==> config.mk <==
export PLATFORM = sky130hd
export DESIGN_NAME = alu_pipe
export DESIGN_NICKNAME = d
export VERILOG_FILES = /design/src/rtl/alu_pkg.sv /design/src/rtl/alu_mul_iter.sv /design/src/rtl/alu_pipe.sv
export SDC_FILE = /design/constraint.sdc
export NUM_CORES = 1
export LEC_CHECK = 0
export CAP_MARGIN = 25
export CORE_UTILIZATION = 30
export CTS_CLUSTER_DIAMETER = 60
export DETAILED_ROUTE_END_ITERATION = 8
export PLACE_DENSITY_LB_ADDON = 0.08
export SYNTH_ARGS = -nofsm -noshare
export SYNTH_HDL_FRONTEND = slang
export SYNTH_SLANG_ARGS = --single-unit
==> constraint.sdc <==
create_clock -name clk -period 1.4 [get_ports clk]
set_input_delay 0.28 -clock clk [delete_from_list [all_inputs] [get_ports clk]]
set_output_delay 0.28 -clock clk [all_outputs]
set_load 0.03 [all_outputs]
==> src/rtl/alu_pkg.sv <==
// Shared types for the pipelined ALU: op codes, flag bundle and multiplier FSM states.
package alu_pkg;

    typedef enum logic [2:0] {
        OP_AND = 3'b000,
        OP_OR  = 3'b001,
        OP_ADD = 3'b010,
        OP_SUB = 3'b011,
        OP_XOR = 3'b100,
        OP_SLT = 3'b101,
        OP_SHL = 3'b110,
        OP_MUL = 3'b111
    } alu_op_e;

    typedef struct packed {
        logic c;
        logic z;
        logic n;
        logic v;
    } alu_flags_t;

    typedef enum logic [1:0] {
        IDLE     = 2'd0,
        MUL_BUSY = 2'd1,
        MUL_DONE = 2'd2
    } mul_state_e;

endpackage

==> src/rtl/alu_mul_iter.sv <==
// Unsigned shift-add multiplier, one partial product per cycle; used only when ALU_MUL_EN is defined.
module alu_mul_iter
    import alu_pkg::*;
#(
    parameter int unsigned WIDTH = 8
) (
    input  logic                 clk,
    input  logic                 rst_n,
    input  logic                 start,
    input  logic [WIDTH-1:0]     a,
    input  logic [WIDTH-1:0]     b,
    output logic                 busy_c,
    output logic                 done_c,
    output logic [2*WIDTH-1:0]   product
);

    localparam int unsigned CNT_W = $clog2(WIDTH);
    localparam int unsigned PW    = 2 * WIDTH;

    mul_state_e       state_q, state_d;
    logic [PW-1:0]    acc_q, acc_d;
    logic [PW-1:0]    mcand_q, mcand_d;
    logic [WIDTH-1:0] mplier_q, mplier_d;
    logic [CNT_W-1:0] cnt_q, cnt_d;

    always_ff @(posedge clk or negedge rst_n) begin
        if (!rst_n) begin
            state_q  <= IDLE;
            acc_q    <= '0;
            mcand_q  <= '0;
            mplier_q <= '0;
            cnt_q    <= '0;
        end else begin
            state_q  <= state_d;
            acc_q    <= acc_d;
            mcand_q  <= mcand_d;
            mplier_q <= mplier_d;
            cnt_q    <= cnt_d;
        end
    end

    // Next-state and datapath: LSB of the multiplier gates each shifted multiplicand into the sum
    always_comb begin
        state_d  = state_q;
        acc_d    = acc_q;
        mcand_d  = mcand_q;
        mplier_d = mplier_q;
        cnt_d    = cnt_q;
        case (state_q)
            IDLE: begin
                if (start) begin
                    state_d  = MUL_BUSY;
                    acc_d    = '0;
                    mcand_d  = PW'(a);
                    mplier_d = b;
                    cnt_d    = '0;
                end
            end
            MUL_BUSY: begin
                if (mplier_q[0]) begin
                    acc_d = acc_q + mcand_q;
                end
                mcand_d  = mcand_q << 1;
                mplier_d = mplier_q >> 1;
                cnt_d    = cnt_q + CNT_W'(1);
                if (cnt_q == CNT_W'(WIDTH - 1)) begin
                    state_d = MUL_DONE;
                end
            end
            MUL_DONE: state_d = IDLE;
            default:  state_d = IDLE;
        endcase
    end

    assign busy_c  = (state_q != IDLE);
    assign done_c  = (state_q == MUL_DONE);
    assign product = acc_q;

endmodule

==> src/rtl/alu_pipe.sv <==
// Handshaked WIDTH-bit ALU with a registered result/flag stage and backpressure.
// Define ALU_MUL_EN to enable op 111 as an iterative multiply; otherwise op 111 is reserved.
module alu_pipe
    import alu_pkg::*;
#(
    parameter int unsigned WIDTH   = 8,
    parameter int unsigned SHAMT_W = $clog2(WIDTH)
) (
    input  logic             clk,
    input  logic             rst_n,
    input  logic             in_valid,
    output logic             in_ready,
    input  logic [WIDTH-1:0] a,
    input  logic [WIDTH-1:0] b,
    input  logic [2:0]       op,
    output logic             out_valid,
    input  logic             out_ready,
    output logic [WIDTH-1:0] result,
    output logic             carry_out,
    output logic             zero,
    output logic             negative,
    output logic             overflow
);

    localparam int unsigned SUM_W = WIDTH + 1;

    alu_op_e          op_e;
    logic [WIDTH-1:0] b_eff;
    logic [SUM_W-1:0] sum;
    logic [WIDTH-1:0] alu_res;
    logic             alu_carry;
    logic             alu_ovf;
    alu_flags_t       alu_flags;

    logic             idle;
    logic             xfer;
    logic             load_alu;
    logic             mul_done_c;
    logic [WIDTH-1:0] mul_res;
    logic             mul_carry;

    logic             out_valid_q;
    logic [WIDTH-1:0] result_q;
    alu_flags_t       flags_q;

    assign op_e  = alu_op_e'(op);
    assign b_eff = (op_e == OP_SUB) ? ~b : b;
    assign sum   = {1'b0, a} + {1'b0, b_eff} + SUM_W'(op_e == OP_SUB);

    // Single-cycle op datapath; MUL/reserved falls through to zero
    always_comb begin
        alu_res   = '0;
        alu_carry = 1'b0;
        alu_ovf   = 1'b0;
        case (op_e)
            OP_AND: alu_res = a & b;
            OP_OR:  alu_res = a | b;
            OP_ADD, OP_SUB: begin
                alu_res   = sum[WIDTH-1:0];
                alu_carry = sum[WIDTH];
                alu_ovf   = (a[WIDTH-1] == b_eff[WIDTH-1]) && (sum[WIDTH-1] != a[WIDTH-1]);
            end
            OP_XOR: alu_res = a ^ b;
            OP_SLT: alu_res = WIDTH'($signed(a) < $signed(b));
            OP_SHL: alu_res = a << b[SHAMT_W-1:0];
            default: alu_res = '0;
        endcase
        alu_flags = '{c: alu_carry, z: (alu_res == '0), n: alu_res[WIDTH-1], v: alu_ovf};
    end

    assign xfer     = in_valid && in_ready;
    assign in_ready = idle && (!out_valid_q || out_ready);

`ifdef ALU_MUL_EN
    logic               mul_busy_c;
    logic [2*WIDTH-1:0] mul_product;

    alu_mul_iter #(
        .WIDTH (WIDTH)
    ) u_mul (
        .clk     (clk),
        .rst_n   (rst_n),
        .start   (xfer && (op_e == OP_MUL)),
        .a       (a),
        .b       (b),
        .busy_c  (mul_busy_c),
        .done_c  (mul_done_c),
        .product (mul_product)
    );

    assign idle      = !mul_busy_c;
    assign load_alu  = xfer && (op_e != OP_MUL);
    assign mul_res   = mul_product[WIDTH-1:0];
    assign mul_carry = |mul_product[2*WIDTH-1:WIDTH];
`else
    assign idle       = 1'b1;
    assign load_alu   = xfer;
    assign mul_done_c = 1'b0;
    assign mul_res    = '0;
    assign mul_carry  = 1'b0;
`endif

    // Output stage: a new load wins over a pop so simultaneous pop+accept leaves no bubble
    always_ff @(posedge clk or negedge rst_n) begin
        if (!rst_n) begin
            out_valid_q <= 1'b0;
            result_q    <= '0;
            flags_q     <= '0;
        end else if (load_alu) begin
            out_valid_q <= 1'b1;
            result_q    <= alu_res;
            flags_q     <= alu_flags;
        end else if (mul_done_c) begin
            out_valid_q <= 1'b1;
            result_q    <= mul_res;
            flags_q     <= '{c: mul_carry, z: (mul_res == '0), n: mul_res[WIDTH-1], v: 1'b0};
        end else if (out_ready) begin
            out_valid_q <= 1'b0;
        end
    end

    assign out_valid = out_valid_q;
    assign result    = result_q;
    assign carry_out = flags_q.c;
    assign zero      = flags_q.z;
    assign negative  = flags_q.n;
    assign overflow  = flags_q.v;

endmodule

==> impl_metrics.env <==
export IMPL_status="finished, violations left"
export IMPL_failed_checks="setup timing"
export IMPL_syn_nets=275
export IMPL_start_util_pct=31.0
export IMPL_finalHoldViolations=0
export IMPL_tns_ps=-7400
export IMPL_cts_root_buf="clkbuf_8"
export IMPL_skew_ps=6.58
export IMPL_cts_hold_buf=0
export IMPL_tightest_slew_ps=555
export IMPL_ant_nets=0
export IMPL_fin_ws_ps=-927
export IMPL_leakagePower_uw=0.00172
export IMPL_gp_congestion=0.935
export IMPL_track_usage_pct=18.1
export IMPL_fin_crit_sh_pct=166
export IMPL_yosys_register_bits=12
export IMPL_worstReg2RegEnd="zero"
export IMPL_yosysSeqAreaShare_pct=15.3
export IMPL_syn_cell_area_um2=1970
export IMPL_layout_drive_gt1_share_pct=52.9
export IMPL_layout_common_cells="buf_4 (68), ha_1 (23), dlygate4sd2_1 (17)"
export IMPL_insertion_delay_ps=240
export IMPL_period_needed_ps=2330
export IMPL_yosys_area_share_simple_pct=12.8
export IMPL_drcViolationCount=0
export IMPL_die_x_um=83.0
export IMPL_insertedDiodeCount=0
export IMPL_area_growth_pct=81.8
export IMPL_hp_class="primary input to async pin"
export IMPL_synthAdderAreaFrac_pct=23.3
export IMPL_dpl_hpwl_mm=4.88
export IMPL_final_common_cell="buf_4"
export IMPL_setup_violations=11
export IMPL_via_per_inst=5.06
export IMPL_instances_no_fill=406
export IMPL_chipHeight_um=83.0
export IMPL_drv_cap=0
export IMPL_rrSetupSlack_ps=-380
export IMPL_first_pass_iters=4
export IMPL_max_vdd_ir_drop_mv=0.638
export IMPL_syn_avg_cell_area_um2=9.11
export IMPL_synthArstFlopShare_pct=100
export IMPL_rsz0062_at_grt="yes"
export IMPL_num_io_pins=37
export IMPL_fmaxAchievable_ghz=0.430
export IMPL_grt_max_degree=18
export IMPL_die_area_um2=6880
export IMPL_port_buffers=36
export IMPL_antenna_found_initial=0
export IMPL_routed_wl_mm=6.19
export IMPL_htreeDepth=1
export IMPL_cts_tree="done"
export IMPL_cp_arrival_ps=2480
export IMPL_final_nets=389
export IMPL_postSynthCellCount=216
export IMPL_synth_ff_type="dfrtp_1"
export IMPL_worstSetupPathType="primary input to flip-flop"
export IMPL_grt_pass1_wl_mm=10.2
export IMPL_cts_max_path_buffers=2
export IMPL_core_um2=6350
export IMPL_grt_overflow_total=0
export IMPL_synth_top_family_by_area="adder cells"
export IMPL_relSlewSlack_pct=62.9
export IMPL_yosysUniqueCellTypes=53
export IMPL_synthMuxAreaShare_pct=13.1
export IMPL_dr_total_vias=2056
export IMPL_drt_iter0_markers=47
export IMPL_path_clk_slew_ps=60
export IMPL_start_kind="primary input"
export IMPL_endpoint_kind="flip-flop"
export IMPL_synth_edff_count=0
export IMPL_powerDensity_nw_per_um2=643
export IMPL_synth_xor_area_share_pct=5.34
export IMPL_first_global_vias=2140
export IMPL_dp_cells=390
export IMPL_r2r_start="out_valid"
export IMPL_num_rows=29
export IMPL_reg2reg_depth=6
export IMPL_wl_per_cell_um=15.3
export IMPL_worst_ep_required_time_ps=1550
export IMPL_maxSlewViolCount=0
export IMPL_numClockSinks=12
export IMPL_synth_compound_area_share_pct=22.5
export IMPL_ys_warnings_count=0
export IMPL_cts_buffers=3
export IMPL_path_max_fanout=5
==> flip-flops by register name, summed over array words and instances, names as in the netlist <==
name / cells
carry_out: 1
out_valid: 1
overflow: 1
result: 8
zero: 1
==> critical path: stages <==
cell,delay [ps]
buf_6,100
nor2b_4,170
nand2_8,90
buf_12,160
xnor2_4,200
ha_4,240
a221o_1,410
a31oi_4,200
a211oi_2,70
a211oi_2,230
nand4_1,130
o31ai_1,200
==> timing repair <==
| item | CTS | global route |
|---|---|---|
| setup buffers | 11 | 4 |
| resized for setup | 128 | 43 |
| setup endpoints to repair | 25 | 12 |
| pin swaps | 35 | 18 |
==> kinds of logic (layout without fill, tap and decap cells) <==
family,after synthesis,count (layout)
adder cells (fa/ha/maj),36,36
buffers and inverters,34,147
AO/OA/AOI/OAI,57,57
multiplexers,17,17
AND/OR/NAND/NOR,48,48
flip-flops,12,12
XOR/XNOR,12,12
==> cell usage after synthesis, types with 2 or more instances <==
| cell | instances | area share, % |
|---|---|---|
| mux2i_1 | 7 | 3.6 |
| o22ai_1 | 2 | 0.64 |
| o21ai_0 | 7 | 1.8 |
| and3_1 | 2 | 0.64 |
| o31ai_1 | 4 | 1.5 |
| nor2_1 | 8 | 1.5 |
| nand4_1 | 2 | 0.64 |
| a21o_1 | 5 | 1.9 |
| a211o_1 | 2 | 0.89 |
| o22a_1 | 3 | 1.3 |
| o21bai_1 | 2 | 0.76 |
| a211oi_1 | 5 | 1.9 |
| nand3_1 | 5 | 1.3 |
| ha_1 | 35 | 22 |
| and2_1 | 3 | 0.95 |
| inv_1 | 24 | 4.6 |
| a21oi_1 | 7 | 1.8 |
| buf_4 | 3 | 1.1 |
| nand2_1 | 15 | 2.9 |
| xnor2_1 | 10 | 4.5 |
| mux4_1 | 4 | 5.3 |
| nand2b_1 | 7 | 2.2 |
| buf_2 | 5 | 1.3 |
| mux2_2 | 4 | 2.3 |
| dfrtp_1 | 12 | 15 |
| o211ai_1 | 5 | 1.9 |
| xor2_1 | 2 | 0.89 |
==> layout make-up <==
cell class / instances / area [um^2]
Sequential cell: 12 / 300
Inverter: 24 / 95.1
Tap cell: 77 / 96.3
Fill cell: 578 / 2770
Multi-Input combinational cell: 170 / 2040
Timing Repair Buffer: 119 / 993
Clock buffer: 4 / 55.1
==> worst max-delay path by stage <==
stage               start    to  slack (ps)  depth (start not counted)
global route        op[1]  zero       -1030                         12
detailed placement  op[1]  zero       -1890                         11
global placement    op[1]  zero       -1910                         11
CTS                 op[1]  zero        -960                         12
finish              op[2]  zero        -930                         12
floorplan           op[1]  zero       -1090                         12
==> routing by layer <==
layer	vias up	track usage [%]	part of all wire, %
li1	1013	-	-
met1	984	22.6	44
met2	45	32.6	50
met3	14	2.09	3.8
met4	0	5.49	2.0
met5	-	0	0
==> stage by stage <==
step / power [uW] / hold WS, ps / instance area, um^2 / setup slack, ps / util [%]
floorplan: 1110 / -15.6 / 2070 / -1090 / -
finish: 2300 / 397 / 3580 / -927 / 56.3
detailed placement: 1640 / 470 / 2970 / -1890 / 46.7
global placement: 1640 / 466 / 2960 / -1910 / 46.7
CTS: 2160 / 420 / 3410 / -961 / 53.7
global route: 2450 / 449 / 3580 / -1030 / 56.3
==> report_power, final <==
| part | internal [uW] | total, uW | switching [uW] |
|---|---|---|---|
| clock | 248 | 382 | 133 |
| combinational | 757 | 1490 | 732 |
| sequential | 402 | 430 | 27.2 |
(Power assumes the default switching activity.)
